File: src/rtl/alu_pkg.sv
// ============================================================================
//  Module      : alu_pkg
//  Description : Shared encodings for the ALU operand-select pipeline stage.
//  Revision    : 1.0  initial release
// ============================================================================
`default_nettype none

package alu_pkg;

    // Operand B source encoding carried on ALUsrc
    localparam logic [1:0] ALUSRC_REG   = 2'd0;
    localparam logic [1:0] ALUSRC_SEXT  = 2'd1;
    localparam logic [1:0] ALUSRC_ZEXT  = 2'd2;
    localparam logic [1:0] ALUSRC_UPPER = 2'd3;

    // Forward-select value meaning "take the register-file word"
    localparam int FWD_SEL_RF = 0;

endpackage : alu_pkg

`default_nettype wire

File: src/rtl/alu_operand_select.sv
// ============================================================================
//  Module      : alu_operand_select
//  Description : Combinational operand A/B selection with immediate extension.
//  Revision    : 1.0  initial release
// ============================================================================
`default_nettype none

module alu_operand_select
    import alu_pkg::*;
#(
    parameter int WIDTH     = 32,
    parameter int IMM_W     = 16,
    parameter int FWD_PORTS = 2
) (
    input  logic [WIDTH-1:0]                 read_data1_i,
    input  logic [WIDTH-1:0]                 read_data2_i,
    input  logic [IMM_W-1:0]                 imm_i,
    input  logic [1:0]                       alusrc_i,
    input  logic [$clog2(FWD_PORTS+1)-1:0]   fwd_sel_a_i,
    input  logic [$clog2(FWD_PORTS+1)-1:0]   fwd_sel_b_i,
    input  logic [FWD_PORTS*WIDTH-1:0]       fwd_data_i,
    output logic [WIDTH-1:0]                 op_a_o,
    output logic [WIDTH-1:0]                 op_b_o
);

    localparam int SEL_W = $clog2(FWD_PORTS + 1);
    localparam int EXT_W = WIDTH - IMM_W;

    logic [WIDTH-1:0] w_fwd_words [FWD_PORTS];
    logic [WIDTH-1:0] w_b_reg;

    for (genvar g = 0; g < FWD_PORTS; g++) begin : g_fwd_unpack
        assign w_fwd_words[g] = fwd_data_i[g*WIDTH +: WIDTH];
    end

    // Out-of-range selects match no forwarding word and fall back to the register file.
    always_comb begin
        op_a_o  = read_data1_i;
        w_b_reg = read_data2_i;
        for (int k = 0; k < FWD_PORTS; k++) begin
            if (fwd_sel_a_i == SEL_W'(k + 1 + FWD_SEL_RF)) begin
                op_a_o = w_fwd_words[k];
            end
            if (fwd_sel_b_i == SEL_W'(k + 1 + FWD_SEL_RF)) begin
                w_b_reg = w_fwd_words[k];
            end
        end
    end

    always_comb begin
        op_b_o = w_b_reg;
        case (alusrc_i)
            ALUSRC_REG:   op_b_o = w_b_reg;
            ALUSRC_SEXT:  op_b_o = {{EXT_W{imm_i[IMM_W-1]}}, imm_i};
            ALUSRC_ZEXT:  op_b_o = {{EXT_W{1'b0}}, imm_i};
            ALUSRC_UPPER: op_b_o = {imm_i, {EXT_W{1'b0}}};
            default:      op_b_o = w_b_reg;
        endcase
    end

endmodule : alu_operand_select

`default_nettype wire

File: src/rtl/alu_operand_pipe.sv
// ============================================================================
//  Module      : alu_operand_pipe
//  Description : Registered valid/ready operand stage in front of the ALU.
//                Define ALU_OPERAND_SKID_EN for a 2-entry skid buffer that
//                removes the combinational out_ready -> in_ready path.
//  Revision    : 1.0  initial release
// ============================================================================
`default_nettype none

module alu_operand_pipe
    import alu_pkg::*;
#(
    parameter int WIDTH     = 32,
    parameter int IMM_W     = 16,
    parameter int FWD_PORTS = 2
) (
    input  logic                             clk,
    input  logic                             rst_n,
    input  logic                             flush,
    input  logic                             in_valid,
    output logic                             in_ready,
    input  logic [WIDTH-1:0]                 read_data1,
    input  logic [WIDTH-1:0]                 read_data2,
    input  logic [IMM_W-1:0]                 imm,
    input  logic [1:0]                       ALUsrc,
    input  logic [$clog2(FWD_PORTS+1)-1:0]   fwd_sel_a,
    input  logic [$clog2(FWD_PORTS+1)-1:0]   fwd_sel_b,
    input  logic [FWD_PORTS*WIDTH-1:0]       fwd_data,
    output logic                             out_valid,
    input  logic                             out_ready,
    output logic [WIDTH-1:0]                 op_a,
    output logic [WIDTH-1:0]                 op_b
);

    logic [WIDTH-1:0] w_sel_a;
    logic [WIDTH-1:0] w_sel_b;
    logic             w_accept;
    logic             w_consume;

    logic             valid_q, valid_d;
    logic [WIDTH-1:0] op_a_q,  op_a_d;
    logic [WIDTH-1:0] op_b_q,  op_b_d;

    alu_operand_select #(
        .WIDTH     (WIDTH),
        .IMM_W     (IMM_W),
        .FWD_PORTS (FWD_PORTS)
    ) u_select (
        .read_data1_i (read_data1),
        .read_data2_i (read_data2),
        .imm_i        (imm),
        .alusrc_i     (ALUsrc),
        .fwd_sel_a_i  (fwd_sel_a),
        .fwd_sel_b_i  (fwd_sel_b),
        .fwd_data_i   (fwd_data),
        .op_a_o       (w_sel_a),
        .op_b_o       (w_sel_b)
    );

    assign w_accept  = in_valid && in_ready;
    assign w_consume = valid_q && out_ready;

`ifdef ALU_OPERAND_SKID_EN

    logic             skid_valid_q, skid_valid_d;
    logic [WIDTH-1:0] skid_a_q,     skid_a_d;
    logic [WIDTH-1:0] skid_b_q,     skid_b_d;

    // Ready depends only on the skid flop; reset and flush merely gate it.
    assign in_ready = rst_n && !flush && !skid_valid_q;

    always_comb begin
        valid_d      = valid_q;
        op_a_d       = op_a_q;
        op_b_d       = op_b_q;
        skid_valid_d = skid_valid_q;
        skid_a_d     = skid_a_q;
        skid_b_d     = skid_b_q;
        if (flush) begin
            valid_d      = 1'b0;
            skid_valid_d = 1'b0;
        end else if (skid_valid_q) begin
            // Skid is only ever full behind a full output register; drain it first.
            if (out_ready) begin
                valid_d      = 1'b1;
                op_a_d       = skid_a_q;
                op_b_d       = skid_b_q;
                skid_valid_d = 1'b0;
            end
        end else if (w_accept) begin
            if (!valid_q || out_ready) begin
                valid_d = 1'b1;
                op_a_d  = w_sel_a;
                op_b_d  = w_sel_b;
            end else begin
                skid_valid_d = 1'b1;
                skid_a_d     = w_sel_a;
                skid_b_d     = w_sel_b;
            end
        end else if (w_consume) begin
            valid_d = 1'b0;
        end
    end

    always_ff @(posedge clk) begin
        if (!rst_n) begin
            skid_valid_q <= 1'b0;
            skid_a_q     <= '0;
            skid_b_q     <= '0;
        end else begin
            skid_valid_q <= skid_valid_d;
            skid_a_q     <= skid_a_d;
            skid_b_q     <= skid_b_d;
        end
    end

`else

    assign in_ready = rst_n && !flush && (!valid_q || out_ready);

    always_comb begin
        valid_d = valid_q;
        op_a_d  = op_a_q;
        op_b_d  = op_b_q;
        if (flush) begin
            valid_d = 1'b0;
        end else if (w_accept) begin
            valid_d = 1'b1;
            op_a_d  = w_sel_a;
            op_b_d  = w_sel_b;
        end else if (w_consume) begin
            valid_d = 1'b0;
        end
    end

`endif

    always_ff @(posedge clk) begin
        if (!rst_n) begin
            valid_q <= 1'b0;
            op_a_q  <= '0;
            op_b_q  <= '0;
        end else begin
            valid_q <= valid_d;
            op_a_q  <= op_a_d;
            op_b_q  <= op_b_d;
        end
    end

    assign out_valid = valid_q;
    assign op_a      = op_a_q;
    assign op_b      = op_b_q;

endmodule : alu_operand_pipe

`default_nettype wire

File: config.mk
export PLATFORM = sky130hd
export DESIGN_NAME = alu_operand_pipe
export DESIGN_NICKNAME = d
export VERILOG_FILES = /design/src/rtl/alu_pkg.sv /design/src/rtl/alu_operand_select.sv /design/src/rtl/alu_operand_pipe.sv
export SDC_FILE = /design/constraint.sdc
export NUM_CORES = 1
export LEC_CHECK = 0
export BUFFER_PORTS_ARGS = -buffer_cell sky130_fd_sc_hd__buf_4
export CAP_MARGIN = 20
export CORE_ASPECT_RATIO = 0.5
export CORE_UTILIZATION = 41
export CTS_CLUSTER_SIZE = 12
export DETAILED_ROUTE_END_ITERATION = 12
export PLACE_DENSITY = 0.79
export SKIP_CTS_REPAIR_TIMING = 1
export SLEW_MARGIN = 20
export SYNTH_ARGS = -nofsm -noshare
export SYNTH_HDL_FRONTEND = slang
export SYNTH_SLANG_ARGS = --single-unit
File: constraint.sdc
create_clock -name clk -period 1.6 [get_ports clk]
set_clock_uncertainty 0.2 [all_clocks]
set_input_delay 0.16 -clock clk [delete_from_list [all_inputs] [get_ports clk]]
set_output_delay 0.16 -clock clk [all_outputs]
set_load 0.05 [all_outputs]
==> flow_summary.ini, run 1 <==
[placement]
port_buffers = 220
routabilityCongestion = 0.916
dp_cells = 821
dp_hpwl_mm = 11.8

[yosys]
synth_top_family_by_area = compound AO/OA/AOI/OAI gates
postSynthCellCount = 484
yosys_register_bits = 65
synth_warnings = 0
netlist_area_sq_mm = 0.00410
synth-simple-area-share_pct = 9.98
synth_cell_types = 28
yosys.area_share.adder_pct = 0
synth_xor_area_share_pct = 0.214
syn-num-nets = 639
synth_mux_area_share_pct = 16.6
syn_area_per_cell_sq_um = 8.47
synth-compound-area-share_pct = 35.6
seq_area_frac_synth_pct = 31.8

[flow_run]
drv_cap = 0

[outcome]
violations = hold timing, setup timing
status = finished, violations left

[sta]
fmax_ghz = 0.592
fin_ws_ns = -0.0889
fin_crit_ns = 1.69
setup_violations = 51
slew_headroom_pct = 45.9
hold_slack_ns = -0.0376
maxSlewViolCount = 0
period_share_pct = 106
finalHoldViolations = 6
worstMarginPinSlew_ns = 0.810
rsz0062_at_grt = yes

[clock_network]
clk-insertion-delay-late_ns = 0.33
clock-sinks = 65
cts_buffers = 9
cts_max_path_buffers = 2
cts_tree = yes
cts_root_buf = clkbuf_16
clkTransAtPathRegs_ns = 0.05
htreeDepth = 3

[global_route]
grt_pass1_vias = 4535
overflow = 0
grt_pass1_wl_mm = 23.4
track_usage_pct = 29.3
grt_max_degree = 65
antenna_found_initial = 0

[routing]
avgViaCountPerCell = 5.81
first_pass_iters = 7
drt_first_iter_violations = 485
drc = 0
wl_mm = 17.3
ant_nets = 0
avgRoutedWirePerCell_microns = 19.9
num_vias = 5039

[floorplanning]
die_w_microns = 143
row_count = 25
die_y_microns = 72.7
initial_core_util_pct = 42.8
core-area_sq_mm = 0.00957
dieArea_sq_mm = 0.0104
ios = 221

[worst_setup_path]
start_kind = flop
cp-end-kind = flop
critPathKind = flop to flop
r2r.worst_path.cells = 6
r2r_slack_ns = -0.09
cp-endpoint = op_b[6]
required_ns = 1.63
path_max_fanout = 31
r2r-end = op_b[6]
reg2reg_from = out_valid
cp_data_arrival_time_ns = 1.72
crit_path_start = out_valid

[final_layout]
diodes = 0
drive_gt1_share_pct = 46.3
fin_cells = 867
area_growth_pct = 66.4
fin_nets = 883

[pwr]
max-vdd-ir-drop_mv = 0.434
powerDensity_mw_per_mm2 = 794
total_power_mw = 5.42
total_leakage_power_nw = 2.95

[hold_path]
min_from = read_data2[31]
hold_path.class = primary input to flop
stage by stage:
stage          util [%]  hold slack, ns  worst slack, ns  cell area, sq um  TNS [ns]
3_3_place_gp       63.5           0.199           -0.159              6080     -5.66
2_1_floorplan         -          0.0794           -0.154              4160     -4.36
3_5_place_dp       63.6           0.207           -0.170              6090     -6.06
4_1_cts            66.7          -0.131           -0.153              6390     -6.11
5_1_grt            71.3         0.00311           -0.135              6820     -5.63
6_report           71.3         -0.0376          -0.0889              6820     -1.76
flip-flops by register name, summed over array words and instances (netlist names):
signal     flops
op_a          32
op_b          32
out_valid      1
where the power goes:
part	switching (mW)	total, mW	leakage, nW	internal (mW)
combinational	0.919	1.66	2.27	0.745
clock	0.709	1.99	0.148	1.28
sequential	0.0561	1.77	0.533	1.71
worst min path at each step:
stage / end / slack, ns / cells past startpoint
2_1_floorplan: out_valid / 0.08 / 2
3_3_place_gp: out_valid / 0.20 / 3
3_5_place_dp: out_valid / 0.21 / 3
4_1_cts: out_valid / -0.13 / 3
5_1_grt: op_b[15] / 0.003 / 3
6_report: op_b[31] / -0.04 / 3
per-layer routing:
metal | track usage (%) | vias up | share of wire [%]
met5 | 0 | - | 0
met4 | 11.5 | 0 | 4.1
met3 | 7.22 | 74 | 8.6
met2 | 49.8 | 330 | 48
met1 | 36.2 | 2344 | 39
li1 | - | 2291 | -
synthesized netlist by cell type, drive strengths merged:
master | instances | area, sq um
xor2 | 1 | 8.76
o221ai | 17 | 149
buf | 22 | 130
o21bai | 17 | 128
mux2i | 32 | 320
nor2 | 6 | 30.0
nand2 | 81 | 304
clkbuf | 29 | 109
a21oi | 32 | 198
and2 | 1 | 6.26
mux2 | 32 | 360
o21ai | 32 | 160
dfxtp | 65 | 1300
nand2b | 3 | 26.3
nor3b | 2 | 20.0
or3b | 1 | 8.76
o211ai | 47 | 353
a31oi | 16 | 100
nor2b | 1 | 13.8
a21boi | 32 | 240
o22a | 15 | 131
cells in the final DEF, fill, tap and decap left out, types with 9 or more instances in the layout:
| cell type | instances |
|---|---|
| a21boi_1 | 28 |
| a21oi_2 | 17 |
| nand2_1 | 75 |
| o21bai_1 | 17 |
| dfxtp_1 | 64 |
| a31oi_1 | 16 |
| mux2i_1 | 32 |
| dlygate4sd3_1 | 24 |
| clkbuf_16 | 13 |
| a21oi_1 | 14 |
| mux2_2 | 32 |
| buf_12 | 9 |
| buf_4 | 240 |
| o21ai_0 | 32 |
| o22a_1 | 15 |
| o221ai_1 | 17 |
| o211ai_1 | 47 |
kinds of logic (layout without fill, tap and decap cells):
| group | after synthesis | after routing |
|---|---|---|
| compound gates | 208 | 208 |
| simple gates | 95 | 95 |
| flops | 65 | 65 |
| mux | 64 | 64 |
| buf+inv | 51 | 299 |
| xor+xnor | 1 | 1 |
critical path, cell delays in order (launching register included):
cell and delay (ns):
dfxtp_4 0.34, nor2b_4 0.13, buf_6 0.12, nor3b_2 0.22, buf_12 0.21, o21ai_0 0.10
a21oi_1 0.26
layout make-up:
type / instances / area (sq um)
flip-flops and latches: 65 / 1310
fillers: 732 / 2750
multi-input cells: 368 / 2650
clock inverters: 3 / 40.0
repair buffers: 284 / 2400
well taps: 135 / 169
clock buffers: 12 / 256
No activity file was read; power rests on OpenSTA's default activity.
==> run 2: changes to the inputs <==
--- a/config.mk
+++ b/config.mk
@@ -7,10 +7,11 @@
 export LEC_CHECK = 0
 export BUFFER_PORTS_ARGS = -buffer_cell sky130_fd_sc_hd__buf_4
 export CAP_MARGIN = 20
-export CORE_ASPECT_RATIO = 0.5
+export CORE_ASPECT_RATIO = 1.1
 export CORE_UTILIZATION = 41
 export CTS_CLUSTER_SIZE = 12
 export DETAILED_ROUTE_END_ITERATION = 12
+export GPL_TIMING_DRIVEN = 1
 export PLACE_DENSITY = 0.79
 export SKIP_CTS_REPAIR_TIMING = 1
 export SLEW_MARGIN = 20
==> flow_summary.ini, run 2 (synthesis results as in run 1) <==
[clock_network]
cts_buffers = 9
htreeDepth = 3
clock-sinks = 65
clk-insertion-delay-late_ns = 0.34
cts_max_path_buffers = 2
cts_root_buf = clkbuf_8
cts_tree = yes
clkTransAtPathRegs_ns = 0.07

[global_route]
antenna_found_initial = 0
track_usage_pct = 28.9
overflow = 0
grt_pass1_vias = 4624
grt_max_degree = 65
grt_pass1_wl_mm = 23.7

[pwr]
powerDensity_mw_per_mm2 = 721
max-vdd-ir-drop_mv = 0.541
total_leakage_power_nw = 2.86
total_power_mw = 4.79

[worst_setup_path]
cp-end-kind = flop
required_ns = 1.67
slowest_delay_ns = 0.35
cp_slowest_cell = dfxtp_4
crit_chain = nor2b_4, buf_6, nor3b_4, buf_6, buf_6, o211ai_1, a21boi_1
path_max_fanout = 8
critPathKind = flop to flop
path_common_cell = buf_6
start_kind = flop
cp_data_arrival_time_ns = 1.77

[floorplanning]
die_w_microns = 97.3
initial_core_util_pct = 43.0
row_count = 37
die_y_microns = 107
dieArea_sq_mm = 0.0104
core-area_sq_mm = 0.00954
ios = 221

[sta]
setup_violations = 41
maxSlewViolCount = 0
fin_ws_ns = -0.104
period_share_pct = 107
slew_headroom_pct = 49.8
fin_crit_ns = 1.70
hold_slack_ns = -0.00241
fmax_ghz = 0.587
worstMarginPinSlew_ns = 0.752
finalHoldViolations = 1
rsz0062_at_grt = yes

[routing]
ant_nets = 0
drt_first_iter_violations = 259
wl_mm = 16.6
avgRoutedWirePerCell_microns = 19.6
avgViaCountPerCell = 5.84
drc = 0
num_vias = 4945
first_pass_iters = 5

[outcome]
status = finished, violations left
violations = hold timing, setup timing

[flow_run]
drv_cap = 0

[final_layout]
drive_gt1_share_pct = 44.8
fill_cells = 783
final_cell_mix = 234 x buf_4, 79 x nand2_1, 64 x dfxtp_1
fin_nets = 880
final_common_cell = buf_4
diodes = 0
final_core_util_pct = 69.6
area_growth_pct = 62.0

[placement]
dp_hpwl_mm = 11.9
port_buffers = 220
place_ws_ns = -0.235
routabilityCongestion = 0.936

[hold_path]
hold_path.class = primary input to flop
run 2: final cells by class:
type	instances	area [sq um]	share of cell area [%]
clock inverters	7	71.3	1.07
flip-flops and latches	65	1310	19.7
clock buffers	9	124	1.87
well taps	117	146	2.21
multi-input cells	368	2630	39.6
repair buffers	281	2360	35.6
run 2: path summary, 6_finish.rpt:
check	startpoint	end	slack [ns]	cells past startpoint
worst min register to register	op_a[23]	op_a[23]	0.26	2
worst max-delay path	out_valid	op_a[3]	-0.10	7
worst max register to register	out_valid	op_a[3]	-0.10	7
worst min-delay path	read_data2[0]	op_b[0]	-0.002	3
run 2: per-layer routing:
layer	global-route usage, %	wire length [microns]	vias up
li1	-	-	2284
met2	48.4	8170	285
met3	5.22	1310	55
met5	0	0	-
met1	36.1	6440	2321
met4	13.6	652	0
run 2: stage by stage:
stage / std cells / setup TNS (ns) / instance area, sq um
3_3_place_gp: 794 / -4.39 / 5990
4_1_cts: 810 / -6.55 / 6180
3_5_place_dp: 794 / -7.04 / 5990
5_1_grt: 847 / -5.54 / 6640
6_report: 847 / -1.78 / 6640
2_1_floorplan: 484 / -4.36 / 4160
run 2: worst max-delay path: cells and delay by family, from the launching register on:
family	cells	cell delay, ns
buf+inv	3	0.45
compound gates	2	0.24
flops	1	0.35
simple gates	2	0.40
run 2: report_power, final:
group	internal (mW)	switching [mW]
Sequential	1.71	0.0592
Combinational	0.737	0.903
Clock	0.715	0.663
==> run 3: changes to the inputs <==
--- a/config.mk
+++ b/config.mk
@@ -8,13 +8,14 @@
 export BUFFER_PORTS_ARGS = -buffer_cell sky130_fd_sc_hd__buf_4
 export CAP_MARGIN = 20
 export CORE_ASPECT_RATIO = 1.1
-export CORE_UTILIZATION = 41
+export CORE_UTILIZATION = 44
 export CTS_CLUSTER_SIZE = 12
 export DETAILED_ROUTE_END_ITERATION = 12
 export GPL_TIMING_DRIVEN = 1
-export PLACE_DENSITY = 0.79
+export PLACE_DENSITY = 0.8
 export SKIP_CTS_REPAIR_TIMING = 1
 export SLEW_MARGIN = 20
 export SYNTH_ARGS = -nofsm -noshare
 export SYNTH_HDL_FRONTEND = slang
+export SYNTH_HIERARCHICAL = 1
 export SYNTH_SLANG_ARGS = --single-unit
==> flow_summary.ini, run 3 <==
[outcome]
status = finished clean

[floorplanning]
die_w_microns = 103
initial_core_util_pct = 45.2
row_count = 40
ios = 221
dieArea_sq_mm = 0.0117
core-area_sq_mm = 0.0110
die_y_microns = 113

[placement]
port_buffers = 220
dp_hpwl_mm = 15.6
routabilityCongestion = 0.921
placed_area_sq_mm = 0.00680

[yosys]
syn-num-nets = 799
seq_area_frac_synth_pct = 26.3
synth_top_area_share_pct = 26.3
synth_cell_types = 28
synthTopCellsByArea = dfxtp_1 26%, mux2i_1 16%, nand4_1 8.1%
syn_area_per_cell_sq_um = 7.69
synthArstFlopShare_pct = 0
ys.flop_type = dfxtp_1
yosys_register_bits = 65
synthTopCellsByCount = 96 x nand2_1, 80 x mux2i_1, 65 x dfxtp_1
post-synth-top-count-cell = nand2_1
netlist_area_sq_mm = 0.00495
postSynthCellCount = 644
synth_edf_count = 0
synth_warnings = 6
synth_top_area_cell = dfxtp_1

[hold_path]
hold_path.class = primary input to flop
hold_path_depth = 5

[flow_run]
drv_cap = 0

[routing]
ant_nets = 0
num_vias = 5975
drc = 0
drt_first_iter_violations = 614
avgRoutedWirePerCell_microns = 21.2
first_pass_iters = 7
avgViaCountPerCell = 6.07
wl_mm = 20.9

[sta]
period_share_pct = 97.7
fin_crit_ns = 1.56
finalHoldViolations = 0
worstMarginPinSlew_ns = 0.748
slew_headroom_pct = 50.1
maxSlewViolCount = 0
setup_violations = 0
fmax_ghz = 0.640
hold_slack_ns = 0.00820

[final_layout]
final_common_cell = buf_4
fin_nets = 988
diodes = 0
seq_area_sq_mm = 0.00130
drive_gt1_share_pct = 34.5
fin_area_sq_mm = 0.00713
fill_cells = 949
final_cell_mix = 238 x buf_4, 96 x nand2_1, 80 x mux2i_1
area_growth_pct = 43.9
multi_input_area_sq_mm = 0.00327

[worst_setup_path]
path_max_fanout = 12
cp_data_arrival_time_ns = 1.20
critPathKind = flop to output port
r2r.worst_path.cells = 4
start_kind = flop
cp-end-kind = output port
required_ns = 1.24

[pwr]
powerDensity_mw_per_mm2 = 809
max-vdd-ir-drop_mv = 0.482
total_leakage_power_nw = 3.15

[global_route]
grt_pass1_vias = 5532
grt_pass1_wl_mm = 30.7
track_usage_pct = 35.0
grt_max_degree = 65
antenna_found_initial = 0
overflow = 0

[clock_network]
clk-insertion-delay-late_ns = 0.34
clock-sinks = 65
cts_buffers = 9
cts_root_buf = clkbuf_16
cts_max_path_buffers = 2
clkTransAtPathRegs_ns = 0.06
htreeDepth = 3
cts_tree = yes
==> run 3: path summary, 6_finish.rpt <==
kind / start / endpoint / slack (ns)
worst max-delay path: out_valid / in_ready / 0.04
worst max register to register: out_valid / op_a[23] / 0.13
worst min-delay path: imm[8] / op_b[8] / 0.008
worst min register to register: op_a[30] / op_a[30] / 0.25
==> run 3: worst max-delay path, cell delays in order, from the launching register on <==
cell,delay [ns]
dfxtp_2,0.34
nand2b_4,0.16
and2_4,0.21
buf_8,0.15
==> run 3: per-layer routing <==
layer	track usage [%]	vias up	part of all wire, %
met5	0	-	0
met4	20.2	0	5.0
met1	43.9	2791	39
met2	55.2	363	46
li1	-	2755	-
met3	7.23	66	9.5
==> run 3: cells by family (layout without fill, tap and decap cells) <==
| group | Yosys count | count (layout) | share of synthesized area, % |
|---|---|---|---|
| multiplexers | 96 | 96 | 19.8 |
| AND/OR/NAND/NOR | 217 | 217 | 23.0 |
| flip-flops | 65 | 65 | 26.3 |
| AO/OA/AOI/OAI | 192 | 192 | 23.1 |
| buffers and inverters | 74 | 268 | 7.83 |
==> run 3: layout make-up <==
cell class	count	share of cell area (%)
multi-input combinational	505	45.9
clock inverter	4	1.07
timing repair buffer	251	28.6
inverter	1	0.0527
sequential	65	18.3
clock buffer	12	3.46
tap	147	2.58
==> run 3: where the power goes <==
part           switching, mW  internal (mW)
sequential            0.0648           1.71
combinational           1.04          0.751
clock                  0.788           1.41
==> run 3: stage by stage <==
| step | setup WS, ns | instances | power (mW) | utilization [%] | setup TNS (ns) |
|---|---|---|---|---|---|
| after floorplan | 0.0826 | 644 | 2.81 | - | 0 |
| after global placement | -0.247 | 970 | 3.54 | 62.0 | -3.95 |
| after detailed placement | -0.262 | 970 | 3.57 | 62.0 | -4.93 |
| after CTS | -0.0871 | 986 | 5.76 | 65.0 | -0.0871 |
| after global routing | -0.000584 | 985 | 5.94 | 65.0 | -0.000584 |
| final | 0.0375 | 985 | 5.77 | 65.0 | 0 |
